[config.mk]
export PLATFORM = sky130hd
export DESIGN_NAME = ika87ad_opfetch
export DESIGN_NICKNAME = d
export VERILOG_FILES = /design/src/rtl/ika87ad_opfetch_pkg.sv /design/src/rtl/ika87ad_opfetch_prefetch_buf.sv /design/src/rtl/ika87ad_opfetch.sv
export SDC_FILE = /design/constraint.sdc
export NUM_CORES = 1
export LEC_CHECK = 0
export ABC_AREA = 0
export ABC_CLOCK_PERIOD_IN_PS = 2100
export CAP_MARGIN = 15
export CORE_MARGIN = 2
export CORE_UTILIZATION = 29
export DETAILED_ROUTE_END_ITERATION = 10
export DONT_BUFFER_PORTS = 1
export HOLD_SLACK_MARGIN = 0.08
export PLACE_DENSITY = 0.5
export REMOVE_ABC_BUFFERS = 1
export SLEW_MARGIN = 20
export SYNTH_ARGS = -nofsm -noshare
export SYNTH_HDL_FRONTEND = slang
export SYNTH_HIERARCHICAL = 1
export SYNTH_SLANG_ARGS = --single-unit
[constraint.sdc]
create_clock -name i_EMUCLK -period 2.1 [get_ports i_EMUCLK]
set_input_delay 0.42 -clock i_EMUCLK [delete_from_list [all_inputs] [get_ports i_EMUCLK]]
set_output_delay 0.42 -clock i_EMUCLK [all_outputs]
set_load 0.02 [all_outputs]
[src/rtl/ika87ad_opfetch_pkg.sv]
// Shared constants, state encoding and prefix decoding for the IKA87AD opcode fetch stage.
package IKA87AD_pkg;

    localparam logic [2:0] PAGE_NONE = 3'd0;
    localparam logic [2:0] PAGE_48   = 3'd1;
    localparam logic [2:0] PAGE_60   = 3'd2;
    localparam logic [2:0] PAGE_64   = 3'd3;
    localparam logic [2:0] PAGE_70   = 3'd4;
    localparam logic [2:0] PAGE_74   = 3'd5;

    localparam logic [7:0] PFX_48 = 8'h48;
    localparam logic [7:0] PFX_60 = 8'h60;
    localparam logic [7:0] PFX_64 = 8'h64;
    localparam logic [7:0] PFX_70 = 8'h70;
    localparam logic [7:0] PFX_74 = 8'h74;

    localparam logic [7:0] HARDI_OPCODE = 8'h73;

    typedef enum logic [1:0] {
        ST_IDLE   = 2'd0,
        ST_PREFIX = 2'd1,
        ST_HOLD   = 2'd2
    } opfetch_state_e;

    // Returns {is_prefix, page}; page is PAGE_NONE for ordinary opcodes.
    function automatic logic [3:0] prefix_to_page(input logic [7:0] b);
        case (b)
            PFX_48:  prefix_to_page = {1'b1, PAGE_48};
            PFX_60:  prefix_to_page = {1'b1, PAGE_60};
            PFX_64:  prefix_to_page = {1'b1, PAGE_64};
            PFX_70:  prefix_to_page = {1'b1, PAGE_70};
            PFX_74:  prefix_to_page = {1'b1, PAGE_74};
            default: prefix_to_page = {1'b0, PAGE_NONE};
        endcase
    endfunction

endpackage

[src/rtl/ika87ad_opfetch_prefetch_buf.sv]
// One-entry byte buffer with full flag, used to overlap fetch with opcode hold.
module ika87ad_prefetch_buf (
    input  logic       clk_i,
    input  logic       rst_ni,
    input  logic       clr_i,
    input  logic       wr_i,
    input  logic [7:0] wr_data_i,
    input  logic       rd_i,
    output logic       full_o,
    output logic [7:0] data_o
);

    logic       full_q;
    logic [7:0] data_q;

    always_ff @(posedge clk_i or negedge rst_ni) begin
        if (!rst_ni) begin
            full_q <= 1'b0;
            data_q <= 8'h00;
        end else if (clr_i) begin
            full_q <= 1'b0;
        end else if (wr_i) begin
            full_q <= 1'b1;
            data_q <= wr_data_i;
        end else if (rd_i) begin
            full_q <= 1'b0;
        end
    end

    assign full_o = full_q;
    assign data_o = data_q;

endmodule

[src/rtl/ika87ad_opfetch.sv]
// Instruction register / prefix folding stage ahead of the opcode decoder.
// Define IKA87AD_OPFETCH_PREFETCH_EN to add a one-byte prefetch buffer for bubble-free issue.
module ika87ad_opfetch
    import IKA87AD_pkg::*;
#(
    parameter logic [7:0] HARDI_OP = HARDI_OPCODE,
    parameter logic [7:0] RESET_OP = 8'h00
) (
    input  logic       i_EMUCLK,
    input  logic       i_RESET_n,
    input  logic [7:0] i_FETCH_BYTE,
    input  logic       i_FETCH_VALID,
    output logic       o_FETCH_READY,
    input  logic       i_FLUSH,
    input  logic       i_HARDI_REQ,
    output logic       o_HARDI_ACK,
    output logic [7:0] o_OPCODE,
    output logic [2:0] o_OPCODE_PAGE,
    output logic       o_OP_VALID,
    input  logic       i_OP_ACCEPT,
    output logic       o_INJECTED,
    output logic       o_PREFIX_BUSY
);

    opfetch_state_e state_q, state_d;
    logic [7:0]     opcode_q, opcode_d;
    logic [2:0]     page_q, page_d;
    logic           inj_q, inj_d;
    logic           ack_q, ack_d;

    logic       fetch_ready;
    logic       fetch_take;
    logic       buf_full;
    logic [7:0] buf_data;
    logic       buf_wr, buf_pop, buf_clr;
    logic       src_valid;
    logic [7:0] src_byte;
    logic [3:0] src_pfx;
    logic       load_src;

`ifdef IKA87AD_OPFETCH_PREFETCH_EN
    ika87ad_prefetch_buf u_buf (
        .clk_i     (i_EMUCLK),
        .rst_ni    (i_RESET_n),
        .clr_i     (buf_clr),
        .wr_i      (buf_wr),
        .wr_data_i (i_FETCH_BYTE),
        .rd_i      (buf_pop),
        .full_o    (buf_full),
        .data_o    (buf_data)
    );
`else
    assign buf_full = 1'b0;
    assign buf_data = 8'h00;
    logic unused_buf_ctl;
    assign unused_buf_ctl = &{1'b0, buf_wr, buf_pop, buf_clr};
`endif

    always_comb begin
        fetch_ready = 1'b0;
        case (state_q)
            ST_IDLE:   fetch_ready = ~i_HARDI_REQ & ~i_FLUSH & ~buf_full;
            ST_PREFIX: fetch_ready = ~i_FLUSH;
`ifdef IKA87AD_OPFETCH_PREFETCH_EN
            ST_HOLD:   fetch_ready = ~buf_full & ~i_FLUSH;
`else
            ST_HOLD:   fetch_ready = 1'b0;
`endif
            default:   fetch_ready = 1'b0;
        endcase
    end

    // A buffered byte is always older than the bus byte, and ready is low while it is held.
    assign fetch_take = i_FETCH_VALID & fetch_ready;
    assign src_valid  = buf_full | fetch_take;
    assign src_byte   = buf_full ? buf_data : i_FETCH_BYTE;
    assign src_pfx    = prefix_to_page(src_byte);

    always_comb begin
        state_d  = state_q;
        opcode_d = opcode_q;
        page_d   = page_q;
        inj_d    = inj_q;
        ack_d    = 1'b0;
        buf_wr   = 1'b0;
        buf_clr  = 1'b0;
        load_src = 1'b0;
        if (i_FLUSH) begin
            state_d  = ST_IDLE;
            opcode_d = RESET_OP;
            page_d   = PAGE_NONE;
            inj_d    = 1'b0;
            buf_clr  = 1'b1;
        end else begin
            case (state_q)
                ST_IDLE: begin
                    if (i_HARDI_REQ) begin
                        state_d  = ST_HOLD;
                        opcode_d = HARDI_OP;
                        page_d   = PAGE_NONE;
                        inj_d    = 1'b1;
                        ack_d    = 1'b1;
                    end else begin
                        load_src = src_valid;
                    end
                end
                ST_PREFIX: begin
                    if (fetch_take) begin
                        state_d  = ST_HOLD;
                        opcode_d = i_FETCH_BYTE;
                        inj_d    = 1'b0;
                    end
                end
                ST_HOLD: begin
                    if (i_OP_ACCEPT) begin
                        state_d  = ST_IDLE;
                        opcode_d = RESET_OP;
                        page_d   = PAGE_NONE;
                        inj_d    = 1'b0;
                        load_src = src_valid & ~i_HARDI_REQ;
                    end
                    buf_wr = fetch_take & ~load_src;
                end
                default: state_d = ST_IDLE;
            endcase
            // Shared by IDLE issue and the back-to-back path out of HOLD.
            if (load_src) begin
                if (src_pfx[3]) begin
                    state_d  = ST_PREFIX;
                    opcode_d = RESET_OP;
                    page_d   = src_pfx[2:0];
                end else begin
                    state_d  = ST_HOLD;
                    opcode_d = src_byte;
                    page_d   = PAGE_NONE;
                end
                inj_d = 1'b0;
            end
        end
    end

    assign buf_pop = load_src & buf_full;

    always_ff @(posedge i_EMUCLK or negedge i_RESET_n) begin
        if (!i_RESET_n) begin
            state_q  <= ST_IDLE;
            opcode_q <= RESET_OP;
            page_q   <= PAGE_NONE;
            inj_q    <= 1'b0;
            ack_q    <= 1'b0;
        end else begin
            state_q  <= state_d;
            opcode_q <= opcode_d;
            page_q   <= page_d;
            inj_q    <= inj_d;
            ack_q    <= ack_d;
        end
    end

    assign o_FETCH_READY = fetch_ready;
    assign o_HARDI_ACK   = ack_q;
    assign o_OPCODE      = opcode_q;
    assign o_OPCODE_PAGE = page_q;
    assign o_OP_VALID    = (state_q == ST_HOLD);
    assign o_INJECTED    = inj_q;
    assign o_PREFIX_BUSY = (state_q == ST_PREFIX);

endmodule

==> summary.txt <==
=================================================================================
Outcome                                                              finished clean
Number of sinks driven by the clock tree                                       15
Setup repair after global routing missed its margin                         false
Overall die height                                                       60.16 µm
Max Clock Freq                                                         0.5183 GHz
Setup violations, final                                                         0
Routed length per placed instance                                        15.43 µm
Predominant post-synthesis flop cell                                 sky130_fd_sc_hd__dfrtp_1
HPWL after detailed placement                                             1705 µm
Antenna-violating nets left                                                     0
Power density cells                                                  677.6 nW/µm²
Average instance area after synthesis                                   10.51 µm²
Largest fanout of any net on the critical path                                  8
Number of slew-limit violations in the final report                             0
Global route overflow                                                           0
Setup Slack @ Placement                                                 0.2397 ns
Final hold violations                                                           0
Setup tns final                                                              0 ns
Worst voltage drop across the vdd grid                                   145.8 µV
CTS Root Buffer Type                                                 sky130_fd_sc_hd__clkbuf_4
Most area-hungry cell type in the Yosys netlist                      sky130_fd_sc_hd__dfrtp_1
NumNets Final                                                                 112
Maximum buffer depth of the clock tree                                          2
Total chip power                                                        0.6918 mW
Clock tree skew after final layout                                    0.002200 ns
Yosys cell types                                                               28
Final worst-path setup slack                                            0.1707 ns
# port buffers                                                                  0
Wirelength, routed                                                        2130 µm
N_diodes                                                                        0
Placed cell count                                                             133
Placed inst area                                                        984.7 µm²
Utilization after layout                                                   33.72%
Initial cell density of the core                                           30.21%
Maximum number of pins on one net before global-route repair                   16
Initial antenna violation count                                                 0
Yosys warnings                                                                  6
Placer Congestion                                                          0.8644
Post-synthesis sequential area ratio                                       41.04%
Max-cap violations                                                              0
Count of flip-flops with a built-in enable after synthesis                      0
Synthesis-stage register bit count                                             15
Worst slack on hold paths                                               0.2104 ns
Relative slew slack                                                        51.42%
Number of global-route vias before repair                                     718
Full die area                                                            3619 µm²
Worst path arrival time                                                   1.51 ns
Area Overhead vs Synth                                                     11.63%
Placeable core region                                                    3028 µm²
Kind of end point of the critical path                               primary output
Number of standard cells in the final layout excluding fillers                138
Post-CTS Setup Inserts                                                          0
Count of pins on the block boundary                                            30
Setup crit start kind                                                   flip-flop
Endpoint required time on the critical path                               1.68 ns
Level count of the clock H-tree                                                 1
Per-cell via count in the routed design                                     4.957
Residual DRC count                                                              0
Die Span X                                                               60.16 µm
Most frequent cells in the layout                                    sky130_fd_sc_hd__dfrtp_1, sky130_fd_sc_hd__inv_1, sky130_fd_sc_hd__mux2i_1, sky130_fd_sc_hd__a21oi_1
Leading cell type in the layout, fill and taps excluded              sky130_fd_sc_hd__dfrtp_1
Gate count of the mapped netlist                                               87
Transition time at the pin with the least slew margin                   0.7263 ns
Dominant cells by area after synthesis                               sky130_fd_sc_hd__dfrtp_1, sky130_fd_sc_hd__mux2i_1, sky130_fd_sc_hd__inv_1
Count of TritonRoute iterations in the first routing pass                       4
Min Clock Period, post-route                                             1.929 ns
Share of the synthesized area in the top cell type                         41.04%
Global-route wire length before repair                                    3353 µm
CTS buffer count                                                                3
Share of the cycle needed by the critical path after routing               91.87%
Worst hold path class                                                      in2reg
Pleak                                                                   0.4825 nW
CTS Hold Buffers Added                                                          1
Global Route Usage Sum                                                     13.05%
Ratio of cells with drive above 1 in the final layout                      14.89%
Clock latency of the later-clocked register in the worst-skew pair        0.28 ns
Kind of critical path                                                     reg2out
Detailed-route via count                                                      684
Clk slew on worst S/H paths                                               0.10 ns
Cell area after layout                                                   1021 µm²
Number of gates resized after cts                                               0
FFs w/ async S/R, synth                                                    100.0%
Clock tree from TritonCTS                                                   built
1st-iter DRT viols                                                             40
Combined area of all synthesized cells                                  914.6 µm²
Cell Rows                                                                      20
=================================================================================
## final cells by class
class                           instances  area (µm²)
Clock buffer                            4       26.28
Inverter                               12       45.04
Fill cell                             314        2007
Timing Repair Buffer                    5       40.04
Multi-Input combinational cell         58       479.2
Sequential cell                        15       375.4
Tap cell                               44       55.05
## critical path, stage by stage, from the launching register on
cell and delay, ns:
sky130_fd_sc_hd__dfrtp_1 0.40, sky130_fd_sc_hd__inv_1 0.10, sky130_fd_sc_hd__ha_1 0.30, sky130_fd_sc_hd__nand2b_1 0.11, sky130_fd_sc_hd__a21oi_1 0.16, sky130_fd_sc_hd__buf_4 0.15
## cell families (layout without fill, tap and decap cells)
| logic type | Yosys count | count (layout) | synth area share (%) |
|---|---|---|---|
| AOI/OAI and AO/OA | 25 | 25 | 20.38 |
| adders and majority gates | 3 | 3 | 4.104 |
| buffers and inverters | 14 | 21 | 6.566 |
| DFF | 15 | 15 | 41.04 |
| muxes | 10 | 10 | 12.59 |
| and+or+nand+nor | 20 | 20 | 15.32 |
## power by group
part / total, mW / internal, mW / switching [mW]
logic: 0.154 / 0.0690 / 0.0847
clock network: 0.170 / 0.0736 / 0.0969
registers: 0.368 / 0.317 / 0.0511
## registers in the layout, indices dropped and copies added (netlist names)
| name | cells |
|---|---|
| o_HARDI_ACK | 1 |
| o_INJECTED | 1 |
| o_OPCODE | 8 |
| o_OPCODE_PAGE | 3 |
| state_q | 2 |
## synthesized netlist by cell type, drive strengths merged (4+ instances only)
cell type and count:
dfrtp 15, inv 12, mux2i 7, a21oi 5, o211ai 4, o21ai 4
## metal layers
metal,up-vias,share of wire [%],GRT usage [%]
met2,17,50,21.43
met1,339,43,16.29
met4,0,1.3,6.667
met3,2,5.4,2.165
met5,-,0,0
li1,326,-,-
## worst paths after layout
kind | from | endpoint | slack [ns] | cells after the start
worst max-delay path | state_q[1] | o_FETCH_READY | 0.17 | 5
worst min-delay path | i_FETCH_BYTE[4] | o_OPCODE_PAGE[1] | 0.21 | 1
worst max register to register | state_q[0] | o_OPCODE[6] | 0.20 | 7
worst min register to register | state_q[0] | state_q[0] | 0.54 | 1
max in group asynchronous | i_RESET_n | o_OPCODE_PAGE[0] | 1.01 | 1
min in group asynchronous | i_RESET_n | o_OPCODE[6] | 0.63 | 1
Note: power is estimated with default switching activity, not from simulation.
